### config.mk
export PLATFORM = sky130hd
export DESIGN_NAME = edge_catcher_array
export DESIGN_NICKNAME = d
export VERILOG_FILES = /design/src/rtl/edge_catcher_array.sv
export SDC_FILE = /design/constraint.sdc
export NUM_CORES = 1
export LEC_CHECK = 0
export ABC_AREA = 1
export ABC_CLOCK_PERIOD_IN_PS = 1000
export CAP_MARGIN = 20
export CORE_ASPECT_RATIO = 1.4
export CORE_MARGIN = 2
export CORE_UTILIZATION = 45
export CTS_BUF_LIST = sky130_fd_sc_hd__clkbuf_4 sky130_fd_sc_hd__clkbuf_8
export DETAILED_ROUTE_END_ITERATION = 7
export DONT_BUFFER_PORTS = 1
export PLACE_DENSITY = 0.67
export SYNTH_ARGS = -nofsm -noshare
export SYNTH_HDL_FRONTEND = slang
export SYNTH_SLANG_ARGS = --single-unit
### constraint.sdc
create_clock -name clk_i -period 1 [get_ports clk_i]
set_input_delay 0.05 -clock clk_i [delete_from_list [all_inputs] [get_ports clk_i]]
set_output_delay 0.05 -clock clk_i [all_outputs]
set_load 0.1 [all_outputs]
### src/rtl/edge_catcher_array.sv
// ----------------------------------------------------------------------------
// edge_catcher_array
//
// Multi-channel edge detector for asynchronous level inputs (pins, strobes,
// status lines). Each channel runs a synchroniser chain, a stability filter,
// registered rise/fall pulses, and a sticky pending flag with overrun
// detection. All channels are independent copies of the same logic.
//
// Parameters:
//   WIDTH          number of channels (>=1)
//   SYNC_STAGES    synchroniser flops per channel (>=2)
//   FILTER_CYCLES  consecutive cycles the synchronised level must differ from
//                  q_o before q_o follows (>=1, 1 = no filtering)
//
// Ports:
//   clk_i    clock, all state updates on the rising edge
//   rst_ni   asynchronous active-low reset
//   d_i      raw asynchronous channel inputs
//   en_i     per-channel pending-flag enable
//   mode_i   per-channel edge select, [2i+1:2i]: 00 none, 01 rise, 10 fall,
//            11 both
//   clr_i    per-channel clear of pend_o/ovf_o
//   q_o      filtered, synchronised level
//   re_o     one-cycle rising-edge pulse
//   fe_o     one-cycle falling-edge pulse
//   pend_o   sticky event-pending flags
//   ovf_o    sticky overrun flags
//   irq_o    OR of all pend_o bits
// ----------------------------------------------------------------------------
module edge_catcher_array #(
    parameter int WIDTH         = 8,
    parameter int SYNC_STAGES   = 2,
    parameter int FILTER_CYCLES = 1
) (
    input  logic               clk_i,
    input  logic               rst_ni,
    input  logic [WIDTH-1:0]   d_i,
    input  logic [WIDTH-1:0]   en_i,
    input  logic [2*WIDTH-1:0] mode_i,
    input  logic [WIDTH-1:0]   clr_i,
    output logic [WIDTH-1:0]   q_o,
    output logic [WIDTH-1:0]   re_o,
    output logic [WIDTH-1:0]   fe_o,
    output logic [WIDTH-1:0]   pend_o,
    output logic [WIDTH-1:0]   ovf_o,
    output logic               irq_o
);

    localparam int CNT_W = (FILTER_CYCLES > 1) ? $clog2(FILTER_CYCLES) : 1;
    localparam logic [CNT_W-1:0] CNT_LAST = CNT_W'(FILTER_CYCLES - 1);

    for (genvar gi = 0; gi < WIDTH; gi++) begin : g_ch
        logic [SYNC_STAGES-1:0] sync_q;
        logic [SYNC_STAGES-1:0] sync_d;
        logic [CNT_W-1:0]       cnt_q;
        logic [CNT_W-1:0]       cnt_d;
        logic                   level_q;
        logic                   level_d;
        logic                   re_q;
        logic                   re_d;
        logic                   fe_q;
        logic                   fe_d;
        logic                   pend_q;
        logic                   pend_d;
        logic                   ovf_q;
        logic                   ovf_d;
        logic                   sync_lvl;
        logic                   toggle;
        logic                   rise;
        logic                   fall;
        logic                   ev;

        always_comb begin
            sync_d   = {sync_q[SYNC_STAGES-2:0], d_i[gi]};
            sync_lvl = sync_q[SYNC_STAGES-1];

            // The counter only runs while the synchronised level disagrees
            // with q; any agreement restarts it, so short pulses never pass.
            toggle = 1'b0;
            cnt_d  = '0;
            if (sync_lvl != level_q) begin
                if (cnt_q == CNT_LAST) begin
                    toggle = 1'b1;
                end else begin
                    cnt_d = cnt_q + 1'b1;
                end
            end

            level_d = level_q ^ toggle;
            rise    = toggle & ~level_q;
            fall    = toggle & level_q;
            re_d    = rise;
            fe_d    = fall;

            ev = en_i[gi] & ((rise & mode_i[2*gi]) | (fall & mode_i[2*gi+1]));

            // A new event beats a simultaneous clear for pending.
            pend_d = pend_q;
            if (ev) begin
                pend_d = 1'b1;
            end else if (clr_i[gi]) begin
                pend_d = 1'b0;
            end

            // Overrun only when an event lands on an uncleared pending flag;
            // a clear arriving with the event acknowledges the old one.
            ovf_d = ovf_q;
            if (ev && pend_q && !clr_i[gi]) begin
                ovf_d = 1'b1;
            end else if (clr_i[gi]) begin
                ovf_d = 1'b0;
            end
        end

        always_ff @(posedge clk_i or negedge rst_ni) begin
            if (!rst_ni) begin
                sync_q  <= '0;
                cnt_q   <= '0;
                level_q <= 1'b0;
                re_q    <= 1'b0;
                fe_q    <= 1'b0;
                pend_q  <= 1'b0;
                ovf_q   <= 1'b0;
            end else begin
                sync_q  <= sync_d;
                cnt_q   <= cnt_d;
                level_q <= level_d;
                re_q    <= re_d;
                fe_q    <= fe_d;
                pend_q  <= pend_d;
                ovf_q   <= ovf_d;
            end
        end

        assign q_o[gi]    = level_q;
        assign re_o[gi]   = re_q;
        assign fe_o[gi]   = fe_q;
        assign pend_o[gi] = pend_q;
        assign ovf_o[gi]  = ovf_q;
    end

    // pend_o is registered, so the OR cannot glitch on input activity.
    assign irq_o = |pend_o;

endmodule

==> flow_summary.yaml, run 1 <==
critical_path:
  r2r_cells: 5
  crit_start: "g_ch[3].pend_q"
  crit_chain: "nor4_4 -> nand3_4 -> buf_12"
  r2r_slack_ps: -20
  rr_startpoint: "g_ch[7].pend_q"
  worst_ep_arrival_time_ps: 1350
  max_stage_delay_ps: 420
  startpoint_type: "register"
  end_kind: "output port"
  cp-endpoint: "irq_o"
  worstPathRequired_ps: 950
  worstSetupPathType: "reg2out"
  critPathSlowestCell: "dfrtp_1"
  worstReg2RegEnd: "g_ch[7].pend_q"
  path_max_fanout: 2
synth:
  ys_warn_count: 0
  synth_edf_count: 0
  async_flop_share: 1.000
  synth_cell_types: 14
  synth.cells.most_frequent: "56 x dfrtp_1, 40 x buf_4, 30 x inv_1"
  netlist_area_sq_um: 2318
  syn_inst: 211
  ys.flop_type: "dfrtp_1"
  synth_top_area_cell: "dfrtp_1"
  synth_seq_cells: 56
  avgSynthCellArea_sq_um: 10.99
  synth_top_area_share: 0.6044
  ys_seq_area_frac: 0.6044
  synthTopCellsByArea: "dfrtp_1 60%, buf_4 13%, nand3_2 6.9%, inv_1 4.9%, a21oi_2 3.0%"
  syn_nets: 253
  synth.most_common_cell: "dfrtp_1"
timing:
  drv_slew: 0
  slew_headroom: 0.8033
  holdWs_ps: -563.6
  fin_skew_ps: 7.103
  setup_viol: 9
  rsz0062_at_grt: "yes"
  period_needed_ps: 1405
  worst_pin_slew_ps: 292.9
  final.period_utilization: 1.405
  fmax_ghz: 0.7118
  fin_ws_ps: -404.9
  finalHoldViolCount: 57
global_routing:
  grt_pass1_wl_microns: 6768
  grt_max_degree: 57
  grt_pass1_vias: 1510
  grt_util_all_layers: 0.1570
  antenna_found_initial: 0
  overflow: 0
placement:
  hpwl_microns: 2740
  placed_cells: 275
  post-place-ws_ps: -111.1
  dpl_cell_area_sq_um: 2669
  routabilityCongestion: 0.6561
  place.port_buffers: 0
power_and_ir_drop:
  irDropWorstVdd_mv: 1.244
  p_per_area_nw_per_um2: 1531
  leakagePower_nw: 1.574
floorplanning:
  die_w_microns: 64.67
  die-area_sq_um: 5751
  die_y_microns: 88.93
  core_sq_um: 4917
  row_count: 30
  ios: 83
  initial_core_util: 0.4715
run_status:
  failed_checks: "negative hold slack, negative setup slack"
  status: "finished, violations left"
final_layout:
  areaGrowthSynthToFinish_pct: 48.89
  nets: 301
  antennaDiodeCount: 0
  fin_area_sq_um: 3452
  stdcell_count: 324
  drive_gt1_frac: 0.4462
cts:
  h-tree-depth: 2
  clk_path_buf_depth: 2
  cts-buffers-inserted: 5
  clock_latency_ps: 300
  cts_root_buf: "clkbuf_8"
  clock-sinks: 56
  path_clk_slew_ps: 90
  hold_buffers: 31
  tritoncts: "yes"
routing:
  avgRoutedWirePerCell_microns: 13.31
  drc_errors: 0
  num_vias: 1433
  first_pass_iters: 2
  drt-initial-drc-count: 35
  wl_microns: 4313
  ant_nets: 0
  viasPerCell: 4.423
run:
  maxCapViolations: 0
hold_path:
  hold_path_class: "in2async"
[cell usage in the layout, fill, tap and decap left out, types with 6 or more instances in the layout]
cell and count:
a21oi_2 8, buf_12 33, buf_4 8, buf_6 14, clkbuf_8 6, dfrtp_1 48, dfrtp_2 8, dlygate4sd3_1 31
inv_1 27, nand2_1 8, nand2_2 8, nand3_2 19, nor2_1 16, o21ai_0 6
[sequential cells by signal, summed over array words and instances, names as in the netlist]
name,cells
g_ch.level_q,8
g_ch.fe_q,8
g_ch.ovf_q,8
g_ch.sync_q,16
g_ch.pend_q,8
g_ch.re_q,8
[per-stage QoR]
| step | util | TNS [ps] | power [mW] |
|---|---|---|---|
| final | 0.7020 | -1004 | 5.284 |
| after global routing | 0.7020 | -1596 | 5.509 |
| after CTS | 0.6822 | -897.9 | 5.287 |
| after detailed placement | 0.5427 | -111.1 | 3.708 |
| after global placement | 0.5427 | -80.09 | 3.692 |
| after floorplan | - | -101.0 | 3.483 |
[area by class of cell]
cell class | instances | area, sq um
inverters | 32 | 120.1
clock buffers | 8 | 97.59
repair buffers | 89 | 1234
flip-flops and latches | 56 | 1411
fillers | 327 | 1465
well taps | 64 | 80.08
multi-input cells | 75 | 509.2
[where the power goes]
part           internal, mW  switching, mW  total [mW]
Combinational         0.581          0.920        1.50
Clock                 0.621          0.661        1.28
Sequential             2.38          0.116        2.50
[repair_timing]
| item | 4_1_cts | 5_1_grt |
|---|---|---|
| resized for setup | 58 | 27 |
| buffers inserted | 9 | 4 |
| endpoints found under the setup margin | 24 | 34 |
| hold endpoints to repair | 80 | 56 |
| pin swaps | 2 | 4 |
[per-layer routing]
metal,vias to the layer above,routed length (microns),global-route usage
li1,699,-,-
met1,681,1584,0.1699
met2,44,2404,0.2955
met3,9,208,0.03526
met4,0,115,0.06576
met5,-,0,0
[worst max-delay path: cells and delay by family (launching register included)]
kind          cells  cell delay, ps
flops             1             420
simple gates      2             470
buf+inv           1             170
[logic make-up after synthesis]
logic type             after synthesis  synth area share
DFF                                 56            0.6044
buffers and inverters               80            0.1943
AOI/OAI and AO/OA                   16           0.04749
and+or+nand+nor                     59            0.1538
[worst min-delay path by stage]
stage | startpoint | endpoint | slack [ps] | cells past startpoint
2_1_floorplan | rst_ni | g_ch[0].fe_q | -250 | 0
3_3_place_gp | rst_ni | g_ch[0].sync_q[0] | -240 | 0
3_5_place_dp | rst_ni | g_ch[4].re_q | -240 | 0
5_1_grt | rst_ni | g_ch[0].fe_q | -590 | 0
4_1_cts | rst_ni | g_ch[3].re_q | -580 | 0
6_report | rst_ni | g_ch[0].re_q | -560 | 0
Power figures use the tool's default switching activity.
==> inputs of run 2 (changes only) <==
--- a/config.mk
+++ b/config.mk
@@ -8,13 +8,15 @@
 export ABC_AREA = 1
 export ABC_CLOCK_PERIOD_IN_PS = 1000
 export CAP_MARGIN = 20
+export CELL_PAD_IN_SITES_DETAIL_PLACEMENT = 0
+export CELL_PAD_IN_SITES_GLOBAL_PLACEMENT = 1
 export CORE_ASPECT_RATIO = 1.4
 export CORE_MARGIN = 2
 export CORE_UTILIZATION = 45
 export CTS_BUF_LIST = sky130_fd_sc_hd__clkbuf_4 sky130_fd_sc_hd__clkbuf_8
 export DETAILED_ROUTE_END_ITERATION = 7
 export DONT_BUFFER_PORTS = 1
-export PLACE_DENSITY = 0.67
+export PLACE_DENSITY = 0.82
 export SYNTH_ARGS = -nofsm -noshare
 export SYNTH_HDL_FRONTEND = slang
 export SYNTH_SLANG_ARGS = --single-unit
==> flow_summary.yaml, run 2 (synthesized netlist as in run 1, its figures left out) <==
critical_path:
  rr_startpoint: "g_ch[6].level_q"
  path_max_fanout: 2
  worstReg2RegEnd: "g_ch[6].ovf_q"
  worstPathRequired_ps: 950
  crit_family: "simple AND/OR/NAND/NOR gates"
  critPathSlowestCell: "dfrtp_1"
  startpoint_type: "register"
  r2r_slack_ps: -10
  end_kind: "output port"
  max_stage_delay_ps: 420
  r2r_cells: 5
  crit_buf_inv: 1
  worstSetupPathType: "reg2out"
  crit_chain: "nor4_4 -> nand3_4 -> buf_12"
  worst_ep_arrival_time_ps: 1370
power_and_ir_drop:
  total_power_mw: 5.333
  leakagePower_nw: 1.617
  irDropWorstVdd_mv: 1.150
  p_per_area_nw_per_um2: 1488
placement:
  placed_cells: 275
  dpl_cell_area_sq_um: 2669
  routabilityCongestion: 0.6962
  place.port_buffers: 0
  hpwl_microns: 2844
cts:
  tritoncts: "yes"
  cts_root_buf: "clkbuf_8"
  clk_path_buf_depth: 2
  clock_latency_ps: 310
  h-tree-depth: 2
  clock-sinks: 56
  path_clk_slew_ps: 100
  cts-buffers-inserted: 5
hold_path:
  hold_path_class: "in2async"
routing:
  num_vias: 1512
  drc_errors: 0
  wl_microns: 5018
  drt-initial-drc-count: 83
  viasPerCell: 4.568
  first_pass_iters: 4
  avgRoutedWirePerCell_microns: 15.16
  ant_nets: 0
timing:
  finalHoldViolCount: 56
  worst_pin_slew_ps: 288.8
  fin_skew_ps: 7.007
  fmax_ghz: 0.7048
  period_needed_ps: 1419
  slew_headroom: 0.8060
  final.period_utilization: 1.419
  drv_slew: 0
  setup_viol: 11
  fin_ws_ps: -418.9
  rsz0062_at_grt: "yes"
  holdWs_ps: -579.8
final_layout:
  nets: 308
  areaGrowthSynthToFinish_pct: 54.61
  fin_util: 0.7290
  final_common_cell: "dfrtp_1"
  top_register: "g_ch.sync_q"
  final_cell_mix: "47 x dfrtp_1, 39 x buf_12, 35 x dlygate4sd3_1"
  stdcell_count: 331
  fin_area_sq_um: 3585
  largest_register_ffs: 16
  drive_gt1_frac: 0.4757
  antennaDiodeCount: 0
global_routing:
  antenna_found_initial: 0
  grt_pass1_wl_microns: 7472
  grt_pass1_vias: 1624
  grt_max_degree: 57
  overflow: 0
  grt_util_all_layers: 0.1744
run_status:
  status: "finished, violations left"
  failed_checks: "negative hold slack, negative setup slack"
floorplanning:
  die_w_microns: 64.67
  initial_core_util: 0.4715
  ios: 83
  row_count: 30
  die-area_sq_um: 5751
  die_y_microns: 88.93
  core_sq_um: 4917
run:
  maxCapViolations: 0
==> run 2: changes by cell type in the layout (fill, tap and decap cells not counted), moves of 2 or more <==
cell           previous run  this run
nand2_1                   8         6
buf_6                    14         9
inv_2                     5         8
buf_4                     8        11
o21ai_2                   0         2
clkinv_2                  0         2
clkbuf_4                  2         0
o21ai_0                   6         3
inv_1                    27        24
buf_12                   33        39
dlygate4sd3_1            31        35
==> run 2: through the flow <==
stage          setup TNS, ps  worst slack [ps]  hold WS, ps
6_report               -1037            -418.9       -579.8
5_1_grt                -1789            -476.6       -605.1
4_1_cts               -988.0            -442.9       -590.5
3_5_place_dp          -98.25            -98.25       -244.4
3_3_place_gp          -77.38            -77.38       -244.6
2_1_floorplan         -101.0            -101.0       -245.6
==> run 2: layout make-up <==
class | count | area, sq um
Clock buffer | 6 | 82.58
Clock inverter | 2 | 10.01
Fill cell | 310 | 1333
Inverter | 32 | 120.1
Multi-Input combinational cell | 75 | 534.3
Sequential cell | 56 | 1413
Tap cell | 64 | 80.08
Timing Repair Buffer | 96 | 1345
==> run 2: worst reg2reg max path: stages (launching register included) <==
cell and delay [ps]:
dfrtp_2 430, buf_6 120, nand3_2 80, nand2_2 110, nand3_2 80, a21oi_2 140
==> run 2: metal layers <==
layer  wire (microns)  share of wire  vias to the layer above  track usage
li1                 -              -                      716            -
met5                0              0                        -            0
met4               77          0.015                        0      0.08124
met3              233          0.046                        6      0.04786
met1             1729           0.34                      744       0.1898
met2             2977           0.59                       46       0.3163
==> run 2: worst max-delay path by stage <==
stage                              start    end  cells after the start
after floorplan           g_ch[3].pend_q  irq_o                      2
after global placement    g_ch[3].pend_q  irq_o                      3
after detailed placement  g_ch[3].pend_q  irq_o                      3
after CTS                 g_ch[6].pend_q  irq_o                      3
after global routing      g_ch[3].pend_q  irq_o                      3
final                     g_ch[3].pend_q  irq_o                      3
==> run 2: repair_timing <==
| item | 4_1_cts | 5_1_grt |
|---|---|---|
| setup buffers | 8 | 6 |
| gates resized for setup | 59 | 49 |
| endpoints found under the hold margin | 80 | 57 |
| hold buffers | 34 | 1 |
| setup endpoints to repair | 26 | 35 |
| pin swaps | 2 | 7 |
==> run 2: power breakdown <==
| part | switching [mW] | internal, mW | leakage, nW |
|---|---|---|---|
| sequential | 0.121 | 2.39 | 0.692 |
| combinational | 0.950 | 0.612 | 0.874 |
| clock | 0.709 | 0.554 | 0.0510 |
| total | 1.78 | 3.55 | 1.62 |
